===== src/rtl/thermal_pkg.sv =====
// Shared types and constants for the thermal covert-channel transmitter.
package thermal_pkg;

  typedef enum logic [1:0] {
    S_IDLE,
    S_PREAMBLE,
    S_DATA,
    S_GUARD
  } state_t;

  localparam int PREAMBLE_LEN = 4;
  localparam logic [PREAMBLE_LEN-1:0] PREAMBLE = 4'b1010;

  function automatic int max_int(input int a, input int b);
    return (a > b) ? a : b;
  endfunction

endpackage


===== src/rtl/thermal_bit_timer.sv =====
// Loadable down-counter; tick_o flags the last cycle of a loaded interval.
module thermal_bit_timer #(
  parameter int CNT_W = 11
) (
  input  logic             clk,
  input  logic             reset,
  input  logic             load_i,
  input  logic [CNT_W-1:0] load_val_i,
  output logic [CNT_W-1:0] cnt_o,
  output logic             tick_o
);

  logic [CNT_W-1:0] cnt_q, cnt_d;

  // Counter parks at zero once expired, so an idle timer keeps ticking harmlessly.
  always_comb begin
    cnt_d = cnt_q;
    if (load_i) begin
      cnt_d = load_val_i;
    end else if (cnt_q != '0) begin
      cnt_d = cnt_q - CNT_W'(1);
    end
  end

  always_ff @(posedge clk or negedge reset) begin
    if (!reset) begin
      cnt_q <= '0;
    end else begin
      cnt_q <= cnt_d;
    end
  end

  assign cnt_o  = cnt_q;
  assign tick_o = (cnt_q == '0);

endmodule


===== src/rtl/thermal_tx_scheduler.sv =====
// Serialises preamble + payload as heater on/off slots, followed by a forced cool-down guard.
module thermal_tx_scheduler
  import thermal_pkg::*;
#(
  parameter int DATA_W       = 8,
  parameter int BIT_CYCLES   = 1024,
  parameter int GUARD_CYCLES = 2048
) (
  input  logic              clk,
  input  logic              reset,
  input  logic              tx_valid,
  input  logic [DATA_W-1:0] tx_data,
  output logic              tx_ready,
  input  logic              abort,
  output logic              heat_en,
  output logic              busy,
  output logic [3:0]        bit_index,
  output logic              frame_done
);

  localparam int CNT_W   = $clog2(max_int(BIT_CYCLES, GUARD_CYCLES));
  localparam int FRAME_W = PREAMBLE_LEN + DATA_W;
  localparam logic [CNT_W-1:0] BIT_LOAD   = CNT_W'(BIT_CYCLES - 1);
  localparam logic [CNT_W-1:0] GUARD_LOAD = CNT_W'(GUARD_CYCLES - 1);
  localparam logic [3:0]       LAST_IDX   = 4'(FRAME_W - 1);
  localparam logic [3:0]       DATA_IDX   = 4'(PREAMBLE_LEN);

  state_t             state_q;
  logic [FRAME_W-1:0] frame_q, frame_d;
  logic [3:0]         bit_idx_q, bit_idx_d;
  logic               heat_q, busy_q, ready_q, done_q, aborted_q;
  logic               last_bit;

  logic               tmr_load, tmr_tick;
  logic [CNT_W-1:0]   tmr_val, tmr_cnt;

  thermal_bit_timer #(
    .CNT_W(CNT_W)
  ) u_timer (
    .clk       (clk),
    .reset     (reset),
    .load_i    (tmr_load),
    .load_val_i(tmr_val),
    .cnt_o     (tmr_cnt),
    .tick_o    (tmr_tick)
  );

  // Timer reloads on accept, on every slot boundary, and when entering guard.
  always_comb begin
    frame_d   = frame_q << 1;
    bit_idx_d = bit_idx_q + 4'd1;
    last_bit  = (bit_idx_q == LAST_IDX);
    tmr_load  = 1'b0;
    tmr_val   = BIT_LOAD;
    case (state_q)
      S_IDLE: tmr_load = tx_valid;
      S_PREAMBLE, S_DATA: begin
        if (abort) begin
          tmr_load = 1'b1;
          tmr_val  = GUARD_LOAD;
        end else if (tmr_tick) begin
          tmr_load = 1'b1;
          tmr_val  = last_bit ? GUARD_LOAD : BIT_LOAD;
        end
      end
      default: ;
    endcase
  end

  always_ff @(posedge clk or negedge reset) begin
    if (!reset) begin
      state_q   <= S_IDLE;
      frame_q   <= '0;
      bit_idx_q <= '0;
      heat_q    <= 1'b0;
      busy_q    <= 1'b0;
      ready_q   <= 1'b1;
      done_q    <= 1'b0;
      aborted_q <= 1'b0;
    end else begin
      done_q <= 1'b0;
      case (state_q)
        S_IDLE: begin
          if (tx_valid) begin
            state_q   <= S_PREAMBLE;
            frame_q   <= {PREAMBLE, tx_data};
            bit_idx_q <= '0;
            heat_q    <= PREAMBLE[PREAMBLE_LEN-1];
            busy_q    <= 1'b1;
            ready_q   <= 1'b0;
            aborted_q <= 1'b0;
          end
        end
        S_PREAMBLE, S_DATA: begin
          // Abort takes priority over a coincident final-slot completion.
          if (abort || (tmr_tick && last_bit)) begin
            state_q   <= S_GUARD;
            heat_q    <= 1'b0;
            bit_idx_q <= '0;
            aborted_q <= abort;
            done_q    <= !abort && (GUARD_CYCLES == 1);
          end else if (tmr_tick) begin
            frame_q   <= frame_d;
            bit_idx_q <= bit_idx_d;
            heat_q    <= frame_d[FRAME_W-1];
            if (bit_idx_d >= DATA_IDX) begin
              state_q <= S_DATA;
            end
          end
        end
        S_GUARD: begin
          if (tmr_tick) begin
            state_q <= S_IDLE;
            busy_q  <= 1'b0;
            ready_q <= 1'b1;
          end else begin
            done_q <= !aborted_q && (tmr_cnt == CNT_W'(1));
          end
        end
        default: state_q <= S_IDLE;
      endcase
    end
  end

  assign heat_en    = heat_q;
  assign busy       = busy_q;
  assign tx_ready   = ready_q;
  assign frame_done = done_q;
  assign bit_index  = bit_idx_q;

endmodule


===== config.mk =====
export PLATFORM = sky130hd
export DESIGN_NAME = thermal_tx_scheduler
export DESIGN_NICKNAME = d
export VERILOG_FILES = /design/src/rtl/thermal_pkg.sv /design/src/rtl/thermal_bit_timer.sv /design/src/rtl/thermal_tx_scheduler.sv
export SDC_FILE = /design/constraint.sdc
export NUM_CORES = 1
export LEC_CHECK = 0
export ABC_AREA = 1
export CORE_ASPECT_RATIO = 1.2
export CORE_UTILIZATION = 25
export CTS_CLUSTER_DIAMETER = 30
export DETAILED_ROUTE_END_ITERATION = 7
export GPL_TIMING_DRIVEN = 0
export HOLD_SLACK_MARGIN = 0.12
export PLACE_DENSITY = 0.4
export RECOVER_POWER = 50
export REMOVE_ABC_BUFFERS = 1
export SYNTH_ARGS = -nofsm -noshare
export SYNTH_HDL_FRONTEND = slang
export SYNTH_SLANG_ARGS = --single-unit
export TNS_END_PERCENT = 50

===== constraint.sdc =====
create_clock -name clk -period 1.85 [get_ports clk]
set_clock_uncertainty 0.2 [all_clocks]
set_input_delay 0.37 -clock clk [delete_from_list [all_inputs] [get_ports clk]]
set_output_delay 0.37 -clock clk [all_outputs]
set_load 0.02 [all_outputs]

# After elaboration in Yosys (flattened, before gate mapping)

Index checks and enable logic that the tools add are counted.

Flip-flop bits (word level): 33
Input bits: 12

Add/subtract/negate cells: 2
Magnitude comparators: 1
Equality and inequality tests: 12
Mux-type cells: 36
Reductions and logical operators: 16

Operators with widths:

| cell                                                              | count |
|---|---|
| 2-to-1 mux 11 bit                                                 | 9 |
| one-hot mux 11 bit (2 select lines)                               | 1 |
| 2-to-1 mux 4 bit                                                  | 3 |
| equality test 11 x 1 -> 1 bit, second input constant              | 1 |
| logical NOT 11 bit                                                | 1 |
| 2-to-1 mux 1 bit                                                  | 11 |
| nonzero test 11 bit                                               | 1 |
| subtractor 11 x 1 -> 11 bit, second input constant                | 1 |
| 2-to-1 mux 2 bit                                                  | 5 |
| != test 2 bit, second input constant                              | 5 |
| one-hot mux 1 bit (2 select lines)                                | 5 |
| AND reduction 3 bit                                               | 3 |
| one-hot mux 4 bit (2 select lines)                                | 1 |
| AND reduction 4 bit                                               | 2 |
| != test 3 bit, second input constant                              | 2 |
| one-hot mux 2 bit (3 select lines)                                | 1 |
| nonzero test 2 bit                                                | 3 |
| adder 4 x 1 -> 4 bit, second input constant                       | 1 |
| equality test 2 bit, second input constant                        | 2 |
| equality test 4 bit, second input constant                        | 1 |
| greater-or-equal comparator 4 x 3 -> 1 bit, second input constant | 1 |
| equality test 2 x 1 -> 1 bit, second input constant               | 1 |
| logical AND 1 bit                                                 | 2 |
| logical NOT 2 bit                                                 | 1 |
| other kinds (3)                                                   | 3 |

# Longest topological paths before layout

Gate-level depths: netlist of run 1.

Word-level depth: 6
Gate-level depth with buffers: 11
Mapped depth without buffers: 11

# Cells and area by module

From an unflattened synthesis of run 1, not the netlist that was laid out.

Cell total of the unflattened synthesis: 281
Area, all modules: 1,993.2 µm²

By module, submodules not included:

| module               | times used | cells each | area each (µm²) |
|---|---|---|---|
| thermal_tx_scheduler | 1          | 172        | 1,238.7 |
| thermal_bit_timer    | 1          | 109        | 754.5 |

# Worst setup path after synthesis of run 1

No wires, ideal clock.

Path kind: register -> register
Start: register state_q[0]
End: register frame_q[0]
Library setup time: 0.117 ns
Arrival: 1.509 ns
Slack: 0.024 ns
Cell stages (with the launch flop): 9
Period minus slack after synthesis: 1.826 ns
Cells stage by stage: dfrtp_1 -> inv_1 -> ha_1 -> clkinv_1 -> o21ai_1 -> nand2_2 -> buf_6 -> nand2_1 -> o21ai_2

Cells in the longest elaborated chain, start to end: 4
Elaborated cells between the ends (all ways): 10
Those cells by class: 5 x eq/ne; 1 x mux; 4 x reduce/logical

RTL lines:

| item                                                                | RTL line                    | text |
|---|---|---|
| start, declared                                                     | thermal_tx_scheduler.sv:28  | `state_t state_q;` |
| start signal, assigned                                              | thermal_tx_scheduler.sv:72  | `state_q <= S_IDLE;` |
| start signal, assigned                                              | thermal_tx_scheduler.sv:85  | `state_q <= S_PREAMBLE;` |
| start signal, assigned                                              | thermal_tx_scheduler.sv:97  | `state_q <= S_GUARD;` |
| equality test 2 x 1 -> 1 bit or equality test 2 bit (tied branches) | thermal_tx_scheduler.sv:82  | `case (state_q)` |
| OR reduction 2 bit                                                  | thermal_tx_scheduler.sv:82  |  |
| != test 2 bit (no line) or nonzero test 2 bit (tied branches)       | n/a                         |  |
| AND reduction 4 bit (no line)                                       | n/a                         |  |
| end signal, assigned                                                | thermal_tx_scheduler.sv:86  | `frame_q <= {PREAMBLE, tx_data};` |
| end signal, assigned                                                | thermal_tx_scheduler.sv:103 | `frame_q <= frame_d;` |
| end, declared                                                       | thermal_tx_scheduler.sv:29  | `logic [FRAME_W-1:0] frame_q, frame_d;` |

Parallel ways exist; a longest one is shown, timed or not.
A chain may end at the register's enable or synchronous reset.

# Worst setup path after layout of run 1

Start: register busy_q (netlist: busy)
End: output busy

RTL lines:

| item                   | RTL line                    | text |
|---|---|---|
| start, declared        | thermal_tx_scheduler.sv:31  | `logic heat_q, busy_q, ready_q, done_q, aborted_q;` |
| start signal, assigned | thermal_tx_scheduler.sv:76  | `busy_q <= 1'b0;` |
| start signal, assigned | thermal_tx_scheduler.sv:89  | `busy_q <= 1'b1;` |
| start signal, assigned | thermal_tx_scheduler.sv:114 | `busy_q <= 1'b0;` |
| end, declared          | thermal_tx_scheduler.sv:16  | `output logic busy,` |

No word-level cell between the ends.

==> results_dict.tcl, run 1 <==
set metrics [dict create \
    viasPerCell 4.452 \
    start_util_pct 26.28 \
    grt-ovfl-total 0 \
    clk_latency_ps 290 \
    synth_largest_area_cell "dfrtp_1" \
    wl_mm 4.474 \
    cts_inserted_buffers 5 \
    synth-seq-area-share_pct 45.37 \
    cts.sinks 33 \
    hold_depth 2 \
    path_delay_family "buffers and inverters" \
    max_freq_mhz 557.1 \
    ant_nets 0 \
    final-setup-viol-count 0 \
    cp-end-kind "primary output" \
    grt_pass1_vias 1613 \
    grtUsageMet2_pct 23.65 \
    fin_crit_sh_pct 97.02 \
    rsz0062_at_grt "yes" \
    busiest_layer "met2" \
    syn_area_per_cell_sq_um 8.559 \
    ys_ff_latch 33 \
    cts_buffer_depth 2 \
    synth.distinct_cells 28 \
    yosys_warnings 0 \
    grt.met1_usage_pct 15.97 \
    drv_cap 0 \
    grt_pass1_wl_mm 7.652 \
    p_leak_uw 0.001145 \
    period_needed_ps 1795 \
    die-area_sq_um 7638 \
    worst-setup-path-type "reg2out" \
    slew_headroom_pct 41.02 \
    crit_slowest_cell "clkdlybuf4s50_1" \
    drive_gt1_share_pct 28.35 \
    hold_end "aborted_q$_DFFE_PN0P_" \
    place_congestion 0.7069 \
    num-nets-final 270 \
    tightestPinTransition_ps 884.6 \
    grt_max_degree 34 \
    vias 1518 \
    power_density_nw_per_um2 1791 \
    crit_arrival_ps 1220 \
    antenna_found_initial 0 \
    core.rowCount 33 \
    required_ps 1280 \
    hold_viol 0 \
    crit_buf_inv 1 \
    ir_drop_mv 0.7683 \
    critPathLaunchType "flip-flop" \
    syn_inst 213 \
    slew_viol_final 0 \
    io_buffers 19 \
    synth_top_cell_area_share_pct 43.93 \
    track_usage_pct 13.19 \
    path_clk_slew_ps 80 \
    clockRootBuffer "clkbuf_8" \
    dr.pass1.iters 4 \
    ys_top_cells_by_area "dfrtp_1 44%, nand2_1 10%, nand3_1 6.0%" \
    slowest_delay_ps 600 \
    r2r.worst_path.cells 10 \
    die_y_microns 95.54 \
    h-tree-depth 2 \
    drc_errors 0 \
    ff2ff_setup_slack_ps 90 \
    wire_per_inst_microns 13.12 \
    fin_area_sq_um 2429 \
    die_x_microns 79.95 \
    r2r-start "u_timer.cnt_o[0]$_DFFE_PN0P_" \
    placed_cells 314 \
    drt_iter0_markers 33 \
    core_area_sq_um 6937 \
    num_io_pins 20 \
    min_path_type "reg2reg" \
    layout.cells.non_filler 341 \
    synthesis.area_sq_um 1823 \
    dpl.hpwl_mm 2.729 \
    dpl_cell_area_sq_um 2077 \
    cts_tree "built" \
    syn_to_final_growth_pct 33.22 \
    path_max_fanout 2 \
    antenna_cells 0 \
    worstReg2RegEnd "frame_q[1]$_DFFE_PN0P_" \
    status "completed" \
    min_from "aborted_q$_DFFE_PN0P_" \
    path_cells "clkdlybuf4s50_1" \
    met3_usage_pct 2.584 \
]
## worst max path at each step
stage	start	to	depth (start not counted)
6_report	busy$_DFFE_PN0P_	busy	1
2_1_floorplan	state_q[0]$_DFFE_PN0P_	frame_q[0]$_DFFE_PN0P_	7
3_3_place_gp	state_q[0]$_DFFE_PN0P_	frame_q[1]$_DFFE_PN0P_	7
3_5_place_dp	state_q[0]$_DFFE_PN0P_	frame_q[1]$_DFFE_PN0P_	7
5_1_grt	u_timer.cnt_o[0]$_DFFE_PN0P_	state_q[0]$_DFFE_PN0P_	11
4_1_cts	u_timer.cnt_o[0]$_DFFE_PN0P_	frame_q[1]$_DFFE_PN0P_	10
## placed cells by master (no fill, tap or decap), drive strengths merged
cell type	synthesis	final
nand2	64	67
dfrtp	32	32
o21ai	24	24
nand3	22	22
inv	20	20
nor2	19	19
buf	5	15
clkdlybuf4s50	0	12
clkbuf	0	8
mux2i	7	7
dlygate4sd2	0	5
ha	5	5
nand3b	3	3
o211ai	3	3
clkinv	1	3
nand4	2	2
a21oi	2	2
nor3	1	1
o21a	1	1
xor2	1	1
dlygate4sd3	0	1
dfstp	1	1
## worst register-to-register path, delay by kind of cell (launching register included)
family,cells,cell delay (ps)
AO/OA/AOI/OAI,2,200
AND/OR/NAND/NOR,5,460
buffers and inverters,2,240
flip-flops,1,390
adder cells (fa/ha/maj),1,160
## kinds of logic after synthesis
kind of cell    count (synthesis)  synth area share, %
compound gates                 30                11.26
xor+xnor                        1               0.4805
fa+ha+maj                       5                3.432
buf+inv                        26                6.520
flops                          33                45.37
mux                             7                3.844
simple gates                  111                29.10
## timing repair
action	CTS	global route
pin swaps	5	4
hold buffers	1	0
cloned	3	0
setup buffers	8	7
hold endpoints to repair	32	0
gates resized for setup	20	15
setup endpoints to repair	37	29
## state kept, by name, summed over array words and instances (netlist names)
| signal | cells |
|---|---|
| aborted_q | 1 |
| bit_index | 4 |
| busy | 1 |
| frame_done | 1 |
| frame_q | 11 |
| heat_en | 1 |
| state_q | 2 |
| tx_ready | 1 |
| u_timer.cnt_o | 11 |
## Yosys cell counts
cell	instances
mux2i_1	7
inv_1	18
buf_6	2
xor2_1	1
buf_2	2
nand4_1	2
o211ai_1	3
dfstp_2	1
nand3_1	22
inv_2	2
nand2_1	50
nand3b_1	3
o21ai_0	6
dfrtp_1	32
nand2_2	13
nor2_4	1
ha_1	5
nor2_2	2
o21ai_1	6
clkinv_1	1
nand2_4	1
nor2_1	15
buf_4	1
a21oi_1	2
o21a_1	1
nor3_1	1
o21ai_2	12
nor2_8	1
## area by class of cell
type / instances / area [sq um]
multi-input cells: 157 / 1012
flip-flops and latches: 33 / 829.5
clock inverters: 2 / 10.01
well taps: 87 / 108.9
repair buffers: 35 / 311.5
inverters: 21 / 83.83
clock buffers: 6 / 72.57
fillers: 764 / 4508
## per-stage QoR
stage | hold slack (ps) | util [%] | setup WS [ps] | total power (uW) | TNS (ps)
after floorplan | -125.6 | - | -746.0 | 2554 | -11020
after global placement | 255.7 | 30.01 | -1472 | 3054 | -48550
after detailed placement | 259.9 | 29.94 | -1399 | 3055 | -26470
after CTS | 279.8 | 33.66 | 3.864 | 4325 | 0
after global routing | 311.1 | 35.01 | -15.76 | 4721 | -33.76
final | 273.8 | 35.01 | 55.11 | 4349 | 0
## routing by layer
layer	routed length [microns]	vias to the layer above
li1	-	782
met1	2006	712
met2	2294	19
met3	125	5
met4	47	0
met5	0	-
## where the power goes
group	internal, uW	switching [uW]	total, uW
clock network	261	283	544
registers	982	171	1150
logic	1090	1560	2650
Note: power is estimated with default switching activity, not from simulation.
==> inputs of run 2 (changes only) <==
--- a/config.mk
+++ b/config.mk
@@ -12,7 +12,7 @@
 export DETAILED_ROUTE_END_ITERATION = 7
 export GPL_TIMING_DRIVEN = 0
 export HOLD_SLACK_MARGIN = 0.12
-export PLACE_DENSITY = 0.4
+export PLACE_DENSITY = 0.53
 export RECOVER_POWER = 50
 export REMOVE_ABC_BUFFERS = 1
 export SYNTH_ARGS = -nofsm -noshare
==> run 2 against run 1 <==
First-iteration DRC count grew to 2.5 times the previous value; sequential share of layout area grew 0.088 points; clock power is 3% lower; global-route usage shrank 1.2 points; design area decreased by 0.26%; critical path type unchanged; largest cell class unchanged.
==> results_dict.tcl, run 2 (same netlist as run 1, synthesis figures left out) <==
set metrics [dict create \
    fin_area_sq_um 2422 \
    rsz0062_at_grt "yes" \
    crit_slowest_cell "clkdlybuf4s50_1" \
    hold_depth 2 \
    crit_buf_inv 1 \
    fin_crit_sh_pct 97.24 \
    die-area_sq_um 7638 \
    slew_viol_final 0 \
    swShare_pct 46.14 \
    required_ps 1280 \
    critPathLaunchType "flip-flop" \
    track_usage_pct 11.97 \
    holdWs_ps 281.9 \
    clkPwrFrac_pct 12.0 \
    path_max_fanout 2 \
    drt_iter0_markers 83 \
    clockRootBuffer "clkbuf_8" \
    dpl.hpwl_mm 2.472 \
    switching_power_uw 2020 \
    num-nets-final 269 \
    status "completed" \
    grt_pass1_vias 1554 \
    hold_viol 0 \
    dr.pass1.iters 4 \
    wire_per_inst_microns 12.35 \
    place_congestion 0.7363 \
    r2r-start "u_timer.cnt_o[0]$_DFFE_PN0P_" \
    path_delay_family "buffers and inverters" \
    min_from "tx_ready$_DFFE_PN1P_" \
    power.internal_uw 2358 \
    fillCellCount 741 \
    p_leak_uw 0.001138 \
    hold_end "tx_ready$_DFFE_PN1P_" \
    power_frac_comb_pct 61.6 \
    grt-ovfl-total 0 \
    layout.cells.non_filler 340 \
    mostFrequentLayoutCell "nand2_1" \
    drc_errors 0 \
    drive_gt1_share_pct 29.25 \
    viasPerCell 4.482 \
    io_buffers 19 \
    die_x_microns 79.95 \
    h-tree-depth 2 \
    max_freq_mhz 555.9 \
    die_y_microns 95.54 \
    path_cells "clkdlybuf4s50_1" \
    cts.sinks 33 \
    power_density_nw_per_um2 1808 \
    path_clk_slew_ps 70 \
    grt_pass1_wl_mm 7.086 \
    r2r.worst_path.cells 10 \
    core.rowCount 33 \
    start_util_pct 26.28 \
    cts_buffer_depth 2 \
    vias 1524 \
    cts_tree "built" \
    crit_arrival_ps 1230 \
    cp-end-kind "primary output" \
    worstReg2RegEnd "frame_q[3]$_DFFE_PN0P_" \
    core_area_sq_um 6937 \
    fin_util_pct 34.92 \
    placed_cells 314 \
    antenna_cells 0 \
    period_needed_ps 1799 \
    tightestPinTransition_ps 853.5 \
    clk_latency_ps 280 \
    cts_inserted_buffers 5 \
    num_io_pins 20 \
    ir_drop_mv 0.7922 \
    slowest_delay_ps 610 \
    worst-setup-path-type "reg2out" \
    dpl_cell_area_sq_um 2077 \
    slew_headroom_pct 43.10 \
    p_seq_share_pct 26.4 \
    mostFrequentLayoutCells "43 x nand2_1, 30 x dfrtp_1, 22 x nand3_1" \
    grt_max_degree 34 \
    min_path_type "reg2reg" \
    drv_cap 0 \
    ff2ff_setup_slack_ps 50 \
    antenna_found_initial 0 \
    wl_mm 4.198 \
    syn_to_final_growth_pct 32.88 \
    final-setup-viol-count 0 \
    ant_nets 0 \
]
-- run 2: changes by cell type in the layout (fill, tap and decap cells not counted), sizes merged --
cell,previous run,this run
buf,15,13
nand2,67,68
-- run 2: cell type report --
cell class | count | area [sq um] | area share [%]
inverters | 21 | 83.83 | 3.461
flip-flops and latches | 33 | 829.5 | 34.25
multi-input cells | 158 | 1021 | 42.15
clock inverters | 2 | 10.01 | 0.4132
well taps | 87 | 108.9 | 4.494
clock buffers | 6 | 72.57 | 2.996
repair buffers | 33 | 296.5 | 12.24
-- run 2: power by group through the flow --
| stage | logic [uW] | clock network, uW | registers, uW |
|---|---|---|---|
| 6_report | 2700 | 526 | 1160 |
| 5_1_grt | 2980 | 574 | 1190 |
| 4_1_cts | 2540 | 541 | 1150 |
| 3_5_place_dp | 1850 | 0 | 1170 |
| 3_3_place_gp | 1830 | 0 | 1160 |
| 2_1_floorplan | 1370 | 0 | 1180 |
-- run 2: how the worst max path moves through the flow --
stage / startpoint / end / slack (ps) / depth (start not counted)
after global routing: u_timer.cnt_o[0]$_DFFE_PN0P_ / frame_q[6]$_DFFE_PN0P_ / -20 / 10
after floorplan: state_q[0]$_DFFE_PN0P_ / frame_q[0]$_DFFE_PN0P_ / -750 / 7
after global placement: state_q[0]$_DFFE_PN0P_ / frame_q[1]$_DFFE_PN0P_ / -1330 / 7
after CTS: u_timer.cnt_o[0]$_DFFE_PN0P_ / frame_q[2]$_DFFE_PN0P_ / 1 / 10
after detailed placement: state_q[0]$_DFFE_PN0P_ / frame_q[0]$_DFFE_PN0P_ / -1370 / 7
final: busy$_DFFE_PN0P_ / busy / 50 / 1
-- run 2: timing repair --
item                       CTS  global route
setup endpoints to repair   36            29
buffers inserted             9             4
gates cloned                 2             2
hold endpoints to repair    32             0
hold buffers                 1             0
pin swaps                    6             7
gates resized for setup     21            16
-- run 2: routing by layer --
layer  track usage (%)  vias up  share of wire, %
met5                 0        -                 0
met4             3.125        0              0.33
met3             2.679        2               3.0
met2             20.73       28                49
met1             14.94      719                47
li1                  -      775                 -
-- run 2: stage by stage --
stage / power (uW) / worst slack [ps] / setup TNS (ps)
final: 4379 / 51.00 / 0
after global routing: 4739 / -19.38 / -161.2
after CTS: 4233 / 1.254 / 0
after detailed placement: 3016 / -1370 / -25590
after global placement: 2992 / -1332 / -43490
after floorplan: 2554 / -746.0 / -11020
